`config.mk`:
```
export PLATFORM = sky130hd
export DESIGN_NAME = xpt_sequencer
export DESIGN_NICKNAME = d
export VERILOG_FILES = /design/src/rtl/xpt_pkg.sv /design/src/rtl/xpt_bus_fsm.sv /design/src/rtl/xpt_sequencer.sv
export SDC_FILE = /design/constraint.sdc
export NUM_CORES = 1
export LEC_CHECK = 0
export BUFFER_PORTS_ARGS = -buffer_cell sky130_fd_sc_hd__buf_4
export CAP_MARGIN = 40
export CORE_MARGIN = 2
export CORE_UTILIZATION = 47
export CTS_CLUSTER_DIAMETER = 80
export CTS_CLUSTER_SIZE = 30
export DETAILED_ROUTE_END_ITERATION = 10
export PLACE_DENSITY_LB_ADDON = 0.3
export REMOVE_ABC_BUFFERS = 1
export SLEW_MARGIN = 20
export SYNTH_ARGS = -nofsm -noshare
export SYNTH_HDL_FRONTEND = slang
export SYNTH_SLANG_ARGS = --single-unit
```
`constraint.sdc`:
```
create_clock -name CLK -period 4.8 [get_ports CLK]
set_clock_uncertainty 0.2 [all_clocks]
set_input_delay 0 -clock CLK [delete_from_list [all_inputs] [get_ports CLK]]
set_output_delay 0 -clock CLK [all_outputs]
set_load 0.01 [all_outputs]
```
`src/rtl/xpt_pkg.sv`:
```
// Shared constants and types for the T-state sequencer and its memory bus-cycle FSM.
package xpt_pkg;

    localparam int unsigned XPT_W = 5;

    localparam logic [XPT_W-1:0] XPT_M1_END = XPT_W'(3);
    localparam logic [XPT_W-1:0] XPT_MAX    = XPT_W'(31);

    typedef enum logic [1:0] {
        BUS_IDLE = 2'b00,
        BUS_RD   = 2'b01,
        BUS_WR   = 2'b10
    } bus_state_t;

    // Memory-phase strobes from the decoder bank.
    typedef struct packed {
        logic r0;
        logic r1;
        logic r2;
        logic w0;
        logic w1;
        logic w2;
    } bus_phase_t;

endpackage

```
`src/rtl/xpt_bus_fsm.sv`:
```
// External memory bus-cycle FSM (IDLE/RD/WR) with protocol error detection.
module xpt_bus_fsm
    import xpt_pkg::*;
(
    input  logic       i_clk,
    input  logic       i_rst_n,
    input  bus_phase_t i_phase,
    output logic       o_mem_rd,
    output logic       o_mem_wr,
    output logic       o_err_c
);

    bus_state_t r_state;
    bus_state_t w_state_nxt;
    logic       r_mem_rd;
    logic       r_mem_wr;
    logic       w_any_r;
    logic       w_any_w;

    always_ff @(posedge i_clk or negedge i_rst_n) begin
        if (!i_rst_n) begin
            r_state  <= BUS_IDLE;
            r_mem_rd <= 1'b0;
            r_mem_wr <= 1'b0;
        end else begin
            r_state  <= w_state_nxt;
            r_mem_rd <= (w_state_nxt == BUS_RD);
            r_mem_wr <= (w_state_nxt == BUS_WR);
        end
    end

    // Any protocol violation parks the FSM in IDLE.
    always_comb begin
        w_state_nxt = r_state;
        w_any_r     = i_phase.r0 | i_phase.r1 | i_phase.r2;
        w_any_w     = i_phase.w0 | i_phase.w1 | i_phase.w2;
        o_err_c     = (w_any_r & w_any_w)
                    | ((i_phase.r0 | i_phase.w0) & (r_state != BUS_IDLE))
                    | ((i_phase.r1 | i_phase.r2) & (r_state != BUS_RD))
                    | ((i_phase.w1 | i_phase.w2) & (r_state != BUS_WR));
        if (o_err_c) begin
            w_state_nxt = BUS_IDLE;
        end else begin
            case (r_state)
                BUS_IDLE: begin
                    if (i_phase.r0)      w_state_nxt = BUS_RD;
                    else if (i_phase.w0) w_state_nxt = BUS_WR;
                end
                BUS_RD:  if (i_phase.r2) w_state_nxt = BUS_IDLE;
                BUS_WR:  if (i_phase.w2) w_state_nxt = BUS_IDLE;
                default: w_state_nxt = BUS_IDLE;
            endcase
        end
    end

    assign o_mem_rd = r_mem_rd;
    assign o_mem_wr = r_mem_wr;

endmodule

```
`src/rtl/xpt_sequencer.sv`:
```
// T-state counter (XPT/notXPT), decoder enable, M1 flag and opcode-header pulse,
// wrapped around the memory bus-cycle FSM.
module xpt_sequencer
    import xpt_pkg::*;
(
    input  logic             CLK,
    input  logic             notRESET,
    input  logic             PR_Reset_XPT,
    input  logic             P2_Set_CM1,
    input  logic             Pa_Ophd,
    input  logic             PC_R0,
    input  logic             PC_R1,
    input  logic             PC_R2,
    input  logic             PC_W0,
    input  logic             PC_W1,
    input  logic             PC_W2,
    input  logic             MEM_WAIT,
    output logic [XPT_W-1:0] XPT,
    output logic [XPT_W-1:0] notXPT,
    output logic             DEC_ENABLE,
    output logic             CM1,
    output logic             OPHD_LOAD,
    output logic             MEM_RD,
    output logic             MEM_WR,
    output logic             SEQ_ERR
);

    logic [XPT_W-1:0] r_xpt;
    logic [XPT_W-1:0] r_notxpt;
    logic             r_dec_enable;
    logic             r_cm1;
    logic             r_ophd;
    logic             r_seq_err;

    logic [XPT_W-1:0] w_xpt_nxt;
    logic             w_stall;
    logic             w_adv;
    logic             w_ovf;
    logic             w_bus_err_c;
    bus_phase_t       w_phase;

    assign w_phase = {PC_R0, PC_R1, PC_R2, PC_W0, PC_W1, PC_W2};

    xpt_bus_fsm u_bus_fsm (
        .i_clk    (CLK),
        .i_rst_n  (notRESET),
        .i_phase  (w_phase),
        .o_mem_rd (MEM_RD),
        .o_mem_wr (MEM_WR),
        .o_err_c  (w_bus_err_c)
    );

    // Counter next value: restart > stall > saturate-with-error > increment.
    always_comb begin
        w_stall   = (PC_R1 | PC_W1) & MEM_WAIT;
        w_xpt_nxt = r_xpt;
        w_adv     = 1'b0;
        w_ovf     = 1'b0;
        if (r_dec_enable) begin
            if (PR_Reset_XPT) begin
                w_xpt_nxt = '0;
            end else if (!w_stall) begin
                if (r_xpt == XPT_MAX) begin
                    w_ovf = 1'b1;
                end else begin
                    w_xpt_nxt = r_xpt + XPT_W'(1);
                    w_adv     = 1'b1;
                end
            end
        end
    end

    always_ff @(posedge CLK or negedge notRESET) begin
        if (!notRESET) begin
            r_xpt        <= '0;
            r_notxpt     <= '1;
            r_dec_enable <= 1'b0;
            r_cm1        <= 1'b1;
            r_ophd       <= 1'b0;
            r_seq_err    <= 1'b0;
        end else begin
            r_dec_enable <= 1'b1;
            r_xpt        <= w_xpt_nxt;
            r_notxpt     <= ~w_xpt_nxt;
            r_ophd       <= Pa_Ophd & ~w_stall;
            r_seq_err    <= r_seq_err | w_ovf | w_bus_err_c;
            // A new M1 request overrides the end-of-fetch clear.
            if (P2_Set_CM1) begin
                r_cm1 <= 1'b1;
            end else if (w_adv && (r_xpt == XPT_M1_END)) begin
                r_cm1 <= 1'b0;
            end
        end
    end

    assign XPT        = r_xpt;
    assign notXPT     = r_notxpt;
    assign DEC_ENABLE = r_dec_enable;
    assign CM1        = r_cm1;
    assign OPHD_LOAD  = r_ophd;
    assign SEQ_ERR    = r_seq_err;

endmodule

```
==> qor.yml <==
synthesis:
  ys_warn_count: 0
  synth-edff-count: 0
  synth_largest_area_cell: "dfrtp_1"
  synth_area_leaders: "dfrtp_1 38%, dfstp_2 20%, nor3_1 3.8%"
  synth_cell_types: 32
  synth-seq-area-share_pct: 57.4
  async_reset_ff_share_pct: 100
  synthTopCellsByCount: "12 x dfrtp_1, 6 x dfstp_2, 6 x nor3_1"
  syn-cell-area_um2: 798
  synth.top_cell.area_share_pct: 37.6
  synth_seq_cells: 18
  synthFlopType: "dfrtp_1"
  yosysMostFrequentCell: "dfrtp_1"
  syn_avg_cell_area_um2: 11.2
  netlist_instances: 71
placed_design:
  detailedPlacementHpwl_um: 1300
  globalplace.congestion: 0.911
  placed_area_mm2: 0.00102
  io_buffers: 27
worst_hold_path:
  holdCritPathClass: "input port to register"
clocking:
  clock_sinks: 18
  post_cts_buffers: 0
  clock_path_buffers: 2
  clkTransAtPathRegs_ps: 110
  htreeDepth: 1
  postCtsHoldBufs: 17
  cts_buffers: 3
  cts_root_buf: "clkbuf_4"
  clk_latency_ps: 290
  cts_resized: 0
  cts_tree: "done"
cells_and_area:
  fillCellCount: 102
  n_antenna_cell: 0
  fin_area_mm2: 0.00122
  multi_input_area_um2: 318
  layout-drive-gt1-share_pct: 33.1
  seqCellArea_um2: 458
  area_delta_synth_final_pct: 53.3
  final_nets: 132
timing:
  fmax_mhz: 322
  worstMarginPinSlew_ps: 554
  rsz0062_at_grt: "false"
  hold_viol_final: 0
  period_needed_ps: 3100
  fin_tns_setup_ps: 0
  slew-limit-headroom_pct: 62.9
  post-route-period-util_pct: 64.7
  setup_violations: 0
  drv_slew: 0
critical_path:
  path_common_cell: "dlygate4sd3_1"
  crit_type: "input port to register"
  required_ps: 4830
  crit_family: "buffers and inverters"
  crit_path_end_kind: "register"
  cp_max_fo: 4
  path_cells: "dlygate4sd3_1 -> buf_4 -> nor3_1 -> dlygate4sd3_1 -> nand2_1 -> dlygate4sd3_1 -> and3_4 -> a2111oi_1 -> dlygate4sd3_1"
  critPathArrivalTime_ps: 3130
  start_kind: "input port"
  slowest_delay_ps: 620
  slowest_stage: "dlygate4sd3_1"
  crit_buf_inv: 5
global_route:
  overflow: 0
  grt_pass1_wl_um: 3260
  grt_max_degree: 13
  antenna_found_initial: 0
  grtUsageTotal_pct: 22.7
  grt_pass1_vias: 725
drt:
  drt-initial-drc-count: 17
  wl_per_cell_um: 15.2
  routed_wl_um: 2030
  drc: 0
  routed_via_density: 5.81
  drt.antenna.violating_nets: 0
  drt_pass1_iterations: 4
  num_vias: 778
floorplan:
  rows: 14
  start_util_pct: 51.8
  io_pins: 28
  die_h_um: 45.2
  die_w_um: 45.2
  core_mm2: 0.00154
  die_area_mm2: 0.00204
pwr:
  p_clk_share_pct: 28.1
  powerDensity_mw_per_mm2: 264
  leakagePower_uw: 0.000566
  switching_share_pct: 24.9
  ir_worst_vdd_v: 0.000157
  intPower_uw: 243
  p_comb_share_pct: 19.1
  power.switching_uw: 80.6
  power.share.sequential_pct: 52.8
run_status:
  status: "finished, final reports clean"
flow_run:
  max_cap_violations: 0
[worst min-delay path: stages]
cell and delay [ps]:
buf_4 120, nor3b_1 130, a21oi_1 180, nor3_1 70
[placed cells by master, fill, tap and decap left out, types with 2 or more instances in the layout]
master,synthesis,routed
nor3_1,6,6
o21ai_0,2,2
a2111oi_1,2,2
a21oi_1,2,2
o2bb2ai_1,2,2
nor2b_1,2,2
dfrtp_1,12,12
nor4_1,3,3
and3_1,4,4
buf_4,0,27
nand2_1,4,4
inv_1,5,5
dfstp_2,6,6
a2bb2oi_1,2,2
dlygate4sd3_1,0,17
clkbuf_4,0,3
[metal layers]
metal,track usage (%),share of wire (%),vias up
met5,0,0,-
met4,8.24,0.79,0
met3,4.00,6.9,4
met2,39.4,51,40
met1,28.0,41,372
li1,-,-,362
[logic make-up after synthesis]
group	after synthesis	share of synthesized area, %
compound gates	20	19.4
fa+ha+maj	1	1.57
buf+inv	6	2.82
flops	18	57.4
mux	1	1.25
other cells	1	0.470
simple gates	24	17.1
[stage by stage]
stage	worst slack, ps	power [µW]	instances	hold slack, ps	util, %
after floorplan	3110	194	70	-496	-
after global placement	3110	223	113	-324	66.0
after detailed placement	3070	225	113	-325	66.0
after CTS	1800	325	134	25.8	79.4
after global routing	1580	339	134	52.9	79.4
final	1700	324	134	34.9	79.4
[final timing paths]
| path | startpoint | end | slack [ps] | depth (start not counted) |
|---|---|---|---|---|
| worst min register to register | SEQ_ERR | SEQ_ERR | 320 | 1 |
| min in group asynchronous | notRESET | notXPT[0] | 50 | 2 |
| worst min-delay path | PC_W0 | u_bus_fsm.r_state[1] | 30 | 4 |
| max in group asynchronous | notRESET | DEC_ENABLE | 3370 | 3 |
| worst max register to register | u_bus_fsm.r_state[0] | u_bus_fsm.r_state[0] | 2410 | 5 |
| worst max-delay path | PC_W2 | u_bus_fsm.r_state[0] | 1700 | 9 |
[final cells by class]
class,count,area share [%]
inverter,5,1.53
sequential,18,37.4
timing repair buffer,44,30.5
multi-input combinational,47,26.0
tap,16,1.64
clock buffer,4,2.97
[power groups by stage]
stage	combinational [µW]	clock (µW)	sequential, µW
3_5_place_dp	51.4	0	174
3_3_place_gp	50.0	0	173
6_report	61.9	90.8	171
2_1_floorplan	18.0	0	176
5_1_grt	67.6	99.5	172
4_1_cts	61.4	92.6	171
(Power assumes the default switching activity.)
